[src/rtl/ifetch_pkg.sv]
// Shared definitions for the instruction-fetch stage: next-PC select codes
// driven by the decoder, plus a small alignment helper.
package ifetch_pkg;

    localparam logic [2:0] PC_NEXT_SEL_STALL       = 3'd0;
    localparam logic [2:0] PC_NEXT_SEL_NEXT        = 3'd1;
    localparam logic [2:0] PC_NEXT_SEL_PC_IMM      = 3'd2;
    localparam logic [2:0] PC_NEXT_SEL_RS1_IMM     = 3'd3;
    localparam logic [2:0] PC_NEXT_SEL_COND_PC_IMM = 3'd4;

    function automatic logic is_misaligned(input logic [1:0] addr_lsb);
        return addr_lsb != 2'b00;
    endfunction

endpackage

[src/rtl/ifetch_pc_next_calc.sv]
// Combinational next-PC former: selects sequential, JAL, JALR or branch
// target from the decoder's select code and flags unaligned results.
module pc_next_calc
    import ifetch_pkg::*;
(
    input  logic [2:0]  sel,
    input  logic [20:0] off,
    input  logic [2:0]  isize,
    input  logic [31:0] rs1,
    input  logic        alu_taken,
    input  logic [31:0] pc,
    output logic [31:0] target,
    output logic        stall,
    output logic        misaligned
);

    logic signed [31:0] off_j;
    logic signed [31:0] off_i;
    logic signed [31:0] off_b;
    logic [31:0] seq_pc;
    logic [31:0] jal_pc;
    logic [31:0] jalr_pc;
    logic [31:0] br_pc;

    assign off_j   = {{11{off[20]}}, off[20:0]};
    assign off_i   = {{20{off[11]}}, off[11:0]};
    assign off_b   = {{19{off[12]}}, off[12:0]};

    // All sums wrap modulo 2^32; there is no overflow reporting.
    assign seq_pc  = pc + {29'd0, isize};
    assign jal_pc  = pc + off_j;
    assign jalr_pc = (rs1 + off_i) & ~32'h1;
    assign br_pc   = pc + off_b;

    always_comb begin
        target = pc;
        stall  = 1'b0;
        case (sel)
            PC_NEXT_SEL_NEXT:        target = seq_pc;
            PC_NEXT_SEL_PC_IMM:      target = jal_pc;
            PC_NEXT_SEL_RS1_IMM:     target = jalr_pc;
            PC_NEXT_SEL_COND_PC_IMM: target = alu_taken ? br_pc : seq_pc;
            default:                 stall  = 1'b1;
        endcase
    end

    assign misaligned = is_misaligned(target[1:0]);

endmodule

[src/rtl/ifetch.sv]
// Instruction-fetch stage: owns the PC, fetches one word at a time over a
// req/gnt/rvalid port and hands it to the decoder until it asks to advance.
module ifetch
    import ifetch_pkg::*;
#(
    parameter logic [31:0] RESET_PC  = 32'h0000_0000,
    parameter logic [31:0] NOP_INSTR = 32'h0000_0013
) (
    input  logic        clk_i,
    input  logic        rst_i,
    input  logic [2:0]  pc_next_sel_i,
    input  logic [31:0] pc_next_off_i,
    input  logic [2:0]  pc_isize_i,
    input  logic [31:0] rs1_data_i,
    input  logic [31:0] alu_res_i,
    output logic        imem_req_o,
    output logic [31:0] imem_addr_o,
    input  logic        imem_gnt_i,
    input  logic        imem_rvalid_i,
    input  logic [31:0] imem_rdata_i,
    output logic [31:0] pc_o,
    output logic [31:0] pc_data_o,
    output logic        instr_valid_o,
    output logic        misalign_o
);

    localparam logic [2:0] ST_RESET = 3'd0;
    localparam logic [2:0] ST_REQ   = 3'd1;
    localparam logic [2:0] ST_WAIT  = 3'd2;
    localparam logic [2:0] ST_VALID = 3'd3;
    localparam logic [2:0] ST_HALT  = 3'd4;

    logic [2:0]  state;
    logic [2:0]  state_next;
    logic [31:0] pc;
    logic [31:0] instr;
    logic [31:0] target;
    logic        stall;
    logic        misaligned;

    // Only the immediate bits the target formats use, and only the branch flag.
    logic [10:0] unused_off;
    logic [30:0] unused_alu;
    assign unused_off = pc_next_off_i[31:21];
    assign unused_alu = alu_res_i[31:1];

    pc_next_calc u_pc_next_calc (
        .sel        (pc_next_sel_i),
        .off        (pc_next_off_i[20:0]),
        .isize      (pc_isize_i),
        .rs1        (rs1_data_i),
        .alu_taken  (alu_res_i[0]),
        .pc         (pc),
        .target     (target),
        .stall      (stall),
        .misaligned (misaligned)
    );

    always_ff @(posedge clk_i) begin
        if (rst_i) begin
            state <= ST_RESET;
        end else begin
            state <= state_next;
        end
    end

    always_comb begin
        state_next = state;
        case (state)
            ST_RESET: state_next = ST_REQ;
            ST_REQ:   if (imem_gnt_i) state_next = ST_WAIT;
            ST_WAIT:  if (imem_rvalid_i) state_next = ST_VALID;
            ST_VALID: if (!stall) state_next = misaligned ? ST_HALT : ST_REQ;
            ST_HALT:  state_next = ST_HALT;
            default:  state_next = ST_RESET;
        endcase
    end

    // The PC takes the target even when it is misaligned, so the faulting
    // address stays visible on pc_o while halted.
    always_ff @(posedge clk_i) begin
        if (rst_i) begin
            pc <= RESET_PC;
        end else if (state == ST_VALID && !stall) begin
            pc <= target;
        end
    end

    always_ff @(posedge clk_i) begin
        if (state == ST_WAIT && imem_rvalid_i) begin
            instr <= imem_rdata_i;
        end
    end

    always_comb begin
        imem_req_o    = 1'b0;
        instr_valid_o = 1'b0;
        misalign_o    = 1'b0;
        pc_data_o     = NOP_INSTR;
        case (state)
            ST_REQ:   imem_req_o = 1'b1;
            ST_VALID: begin
                instr_valid_o = 1'b1;
                pc_data_o     = instr;
            end
            ST_HALT:  misalign_o = 1'b1;
            default:  ;
        endcase
    end

    assign pc_o        = pc;
    assign imem_addr_o = pc;

endmodule

[config.mk]
export PLATFORM = sky130hd
export DESIGN_NAME = ifetch
export DESIGN_NICKNAME = d
export VERILOG_FILES = /design/src/rtl/ifetch_pkg.sv /design/src/rtl/ifetch_pc_next_calc.sv /design/src/rtl/ifetch.sv
export SDC_FILE = /design/constraint.sdc
export NUM_CORES = 1
export LEC_CHECK = 0
export CAP_MARGIN = 30
export CORE_ASPECT_RATIO = 2
export CORE_MARGIN = 2
export CORE_UTILIZATION = 23
export DETAILED_ROUTE_END_ITERATION = 8
export REMOVE_ABC_BUFFERS = 1
export SYNTH_ARGS = -nofsm -noshare
export SYNTH_HDL_FRONTEND = slang
export SYNTH_SLANG_ARGS = --single-unit
[constraint.sdc]
create_clock -name clk_i -period 4.3 [get_ports clk_i]
set_clock_uncertainty 0.15 [all_clocks]
set_input_delay 0.43 -clock clk_i [delete_from_list [all_inputs] [get_ports clk_i]]
set_output_delay 0.43 -clock clk_i [all_outputs]
set_load 0.02 [all_outputs]
==> metrics.txt, run 1 <==
status=finished with violations; failing checks=design-rule violations; Initial Util=0.233; VDD IR max=0.164 mV; gpl congestion=0.964; Main synth FF type=dfxtp_1; post-CTS setup repair buffer count=0; die width=140 µm; Comb pwr share=0.363; Startpoint Class=input port; drt first pass iters=9; largest net degree at the start of global routing=38; final wirelength=34,100 µm; Hold Crit Class=register to register; drt via density=5.40; crit end category=register; slew of the pin with the lowest slew margin=0.960 ns; Clock Latency Late Sink=0.35 ns; Ys Warns=0; Antenna Nets Post-Route=0; DR DRC count=4; Avg WL per Cell=19.9 µm; CTS max path bufs=2; sw power=820 µW; Final WS setup=0.496 ns; Hold Path Depth=1; pwr/cell area=203 mW/mm²; setup violators final=0; post-synthesis cell type count=78; clk sink count=67; # H-tree levels=3; number of core rows=99; Lkg Pwr=4.21 nW; cells after synthesis=1,091; Avg Inst Size Synth=7.81 µm²; CTS Root Cell=clkbuf_16; gr ovfl total=0; CP max FO=4; GRT Util Overall=0.171; max-slew violations=0; most frequent cells in the layout=clkdlybuf4s50_1, nor2_1, nand2_1, a21oi_1, ha_1; Area Overhead vs Synth=30.5%; pre-CTS setup slack=0.203 ns; Reg clk slew, reported paths=0.06 ns; Rel. slew slack=0.359; Sw Share=0.362; share of cells above drive strength 1=0.0690; Worst R2R Path Depth=13; Ports=237; global-route wire length before repair=51,800 µm; total core area=0.0365 mm²; Tmin final=3.80 ns; die area=0.0387 mm²; vias in the first global route=9,494; arrival time at the worst endpoint=3.87 ns; Post-CTS Hold Fix Bufs=0; CTS buffer count=9; Buf/Inv on CP=3; worst path cell trace=clkdlybuf4s50_1 -> ha_1 -> inv_1 -> fa_1 -> nand2b_1 -> a21oi_1 -> o2111ai_1 -> and3_1 -> o31ai_1 -> buf_4 -> a31oi_1 -> and4_2 -> a2111oi_1 -> a211oi_1; via count=9,256; initial antenna violation count=0; drt first-iter violations=463; Hold Violations, Final=0; Post-synth ARST share=0; Seq/Total Area, Yosys=0.195; Final nets=1,478; clock group share of total power=0.323; port buffer count=194; post-place instance area=0.0108 mm²; number of synthesized flops with an enable pin=32; Synth Cell Area=0.00852 mm²; CP max stage cell=clkdlybuf4s50_1; WS Path Type=input port to register; Die H=276 µm; Setup TNS=0 ns; cell family with most CP delay=compound AO/OA/AOI/OAI gates; CTS tree=done; design internal power=1.44 mW; period utilization=0.885; WP data required=4.36 ns; Worst path depth=14; hpwl dp=27,700 µm; Largest stage delay, worst path=0.51 ns; Design Area, Final=0.0111 mm²; Seq pwr share=0.314; Seq cells post-synth=67; post-CTS resize count=0; Max-cap violations=0; Peak Freq=263 MHz; RSZ-0062 raised after global routing=no; antenna cells=0; commonest non-fill, non-tap cell in the layout=clkdlybuf4s50_1
-- power by group through the flow --
stage	Combinational, mW	Clock (mW)	Sequential, mW
global route	0.889	0.771	0.713
finish	0.822	0.730	0.710
floorplan	0.459	0	0.735
CTS	0.819	0.750	0.710
detailed placement	0.815	0	0.724
global placement	0.808	0	0.724
-- registers in the layout, indices dropped and copies added, names as in the netlist --
signal / count
state: 3
imem_addr_o: 32
instr: 32
-- worst reg2reg max path: stages (launching register included) --
cell,delay (ns)
dfxtp_1,0.46
ha_1,0.23
inv_1,0.05
fa_1,0.39
nand2b_1,0.18
a21oi_1,0.40
o2111ai_1,0.23
and3_1,0.25
o31ai_1,0.25
buf_4,0.17
a31oi_1,0.12
and4_2,0.26
a2111oi_1,0.31
a211oi_1,0.12
-- stage by stage --
step	utilization	cells	total power [mW]	hold WS, ns
floorplan	-	1007	1.19	0.330
global placement	0.297	1698	1.53	0.381
detailed placement	0.297	1698	1.54	0.391
CTS	0.304	1714	2.28	0.414
global route	0.304	1714	2.37	0.459
finish	0.304	1714	2.26	0.411
-- layout make-up --
| cell class | instances | area [µm²] |
|---|---|---|
| fillers | 3848 | 25400 |
| multi-input cells | 915 | 6230 |
| repair buffers | 237 | 2290 |
| flip-flops and latches | 67 | 1660 |
| well taps | 454 | 568 |
| clock buffers | 9 | 225 |
| inverters | 25 | 93.8 |
| clock inverters | 7 | 53.8 |
-- cell families (layout without fill, tap and decap cells) --
kind of cell,after synthesis,after routing,synth area share
AOI/OAI and AO/OA,361,361,0.288
xor gates and xnor gates,75,75,0.0771
adders and majority gates,85,85,0.127
buffers and inverters,109,278,0.0762
DFF,67,67,0.195
muxes,8,8,0.00998
and+or+nand+nor,386,386,0.226
-- routing by layer --
metal,GRT usage,vias up,wire [µm]
li1,-,4435,-
met1,0.161,4435,12100
met2,0.337,293,18600
met3,0.0206,93,1190
met4,0.113,0,2240
met5,0,-,0
-- Yosys cell counts, drive strengths merged (25+ instances only) --
master,count,share of area
xnor2,43,0.044
nand3,35,0.021
o21ai,71,0.042
and2,35,0.026
xor2,32,0.033
a21oi,86,0.051
buf,35,0.031
ha,82,0.12
inv,25,0.011
nor2,96,0.042
clkbuf,47,0.031
dfxtp,35,0.082
a21o,37,0.033
nor3,25,0.015
nand4,28,0.021
nand2,90,0.040
edfxtp,32,0.11
-- final timing paths --
kind / end / slack, ns / start
setup / recovery: imem_addr_o[28] / 0.50 / pc_next_off_i[0]
hold / removal: state[0] / 0.41 / state[1]
setup reg to reg: imem_addr_o[28] / 0.58 / imem_addr_o[0]
hold reg to reg: state[0] / 0.41 / state[1]
No activity file was read; power rests on OpenSTA's default activity.
==> run 2: changes to the inputs <==
--- a/config.mk
+++ b/config.mk
@@ -9,8 +9,10 @@
 export CORE_ASPECT_RATIO = 2
 export CORE_MARGIN = 2
 export CORE_UTILIZATION = 23
+export CTS_CLUSTER_SIZE = 16
 export DETAILED_ROUTE_END_ITERATION = 8
 export REMOVE_ABC_BUFFERS = 1
+export SETUP_SLACK_MARGIN = 0.3
 export SYNTH_ARGS = -nofsm -noshare
 export SYNTH_HDL_FRONTEND = slang
 export SYNTH_SLANG_ARGS = --single-unit
==> results of run 2 <==
Same layout as run 1: the final DEF is identical, and so are final timing and power.
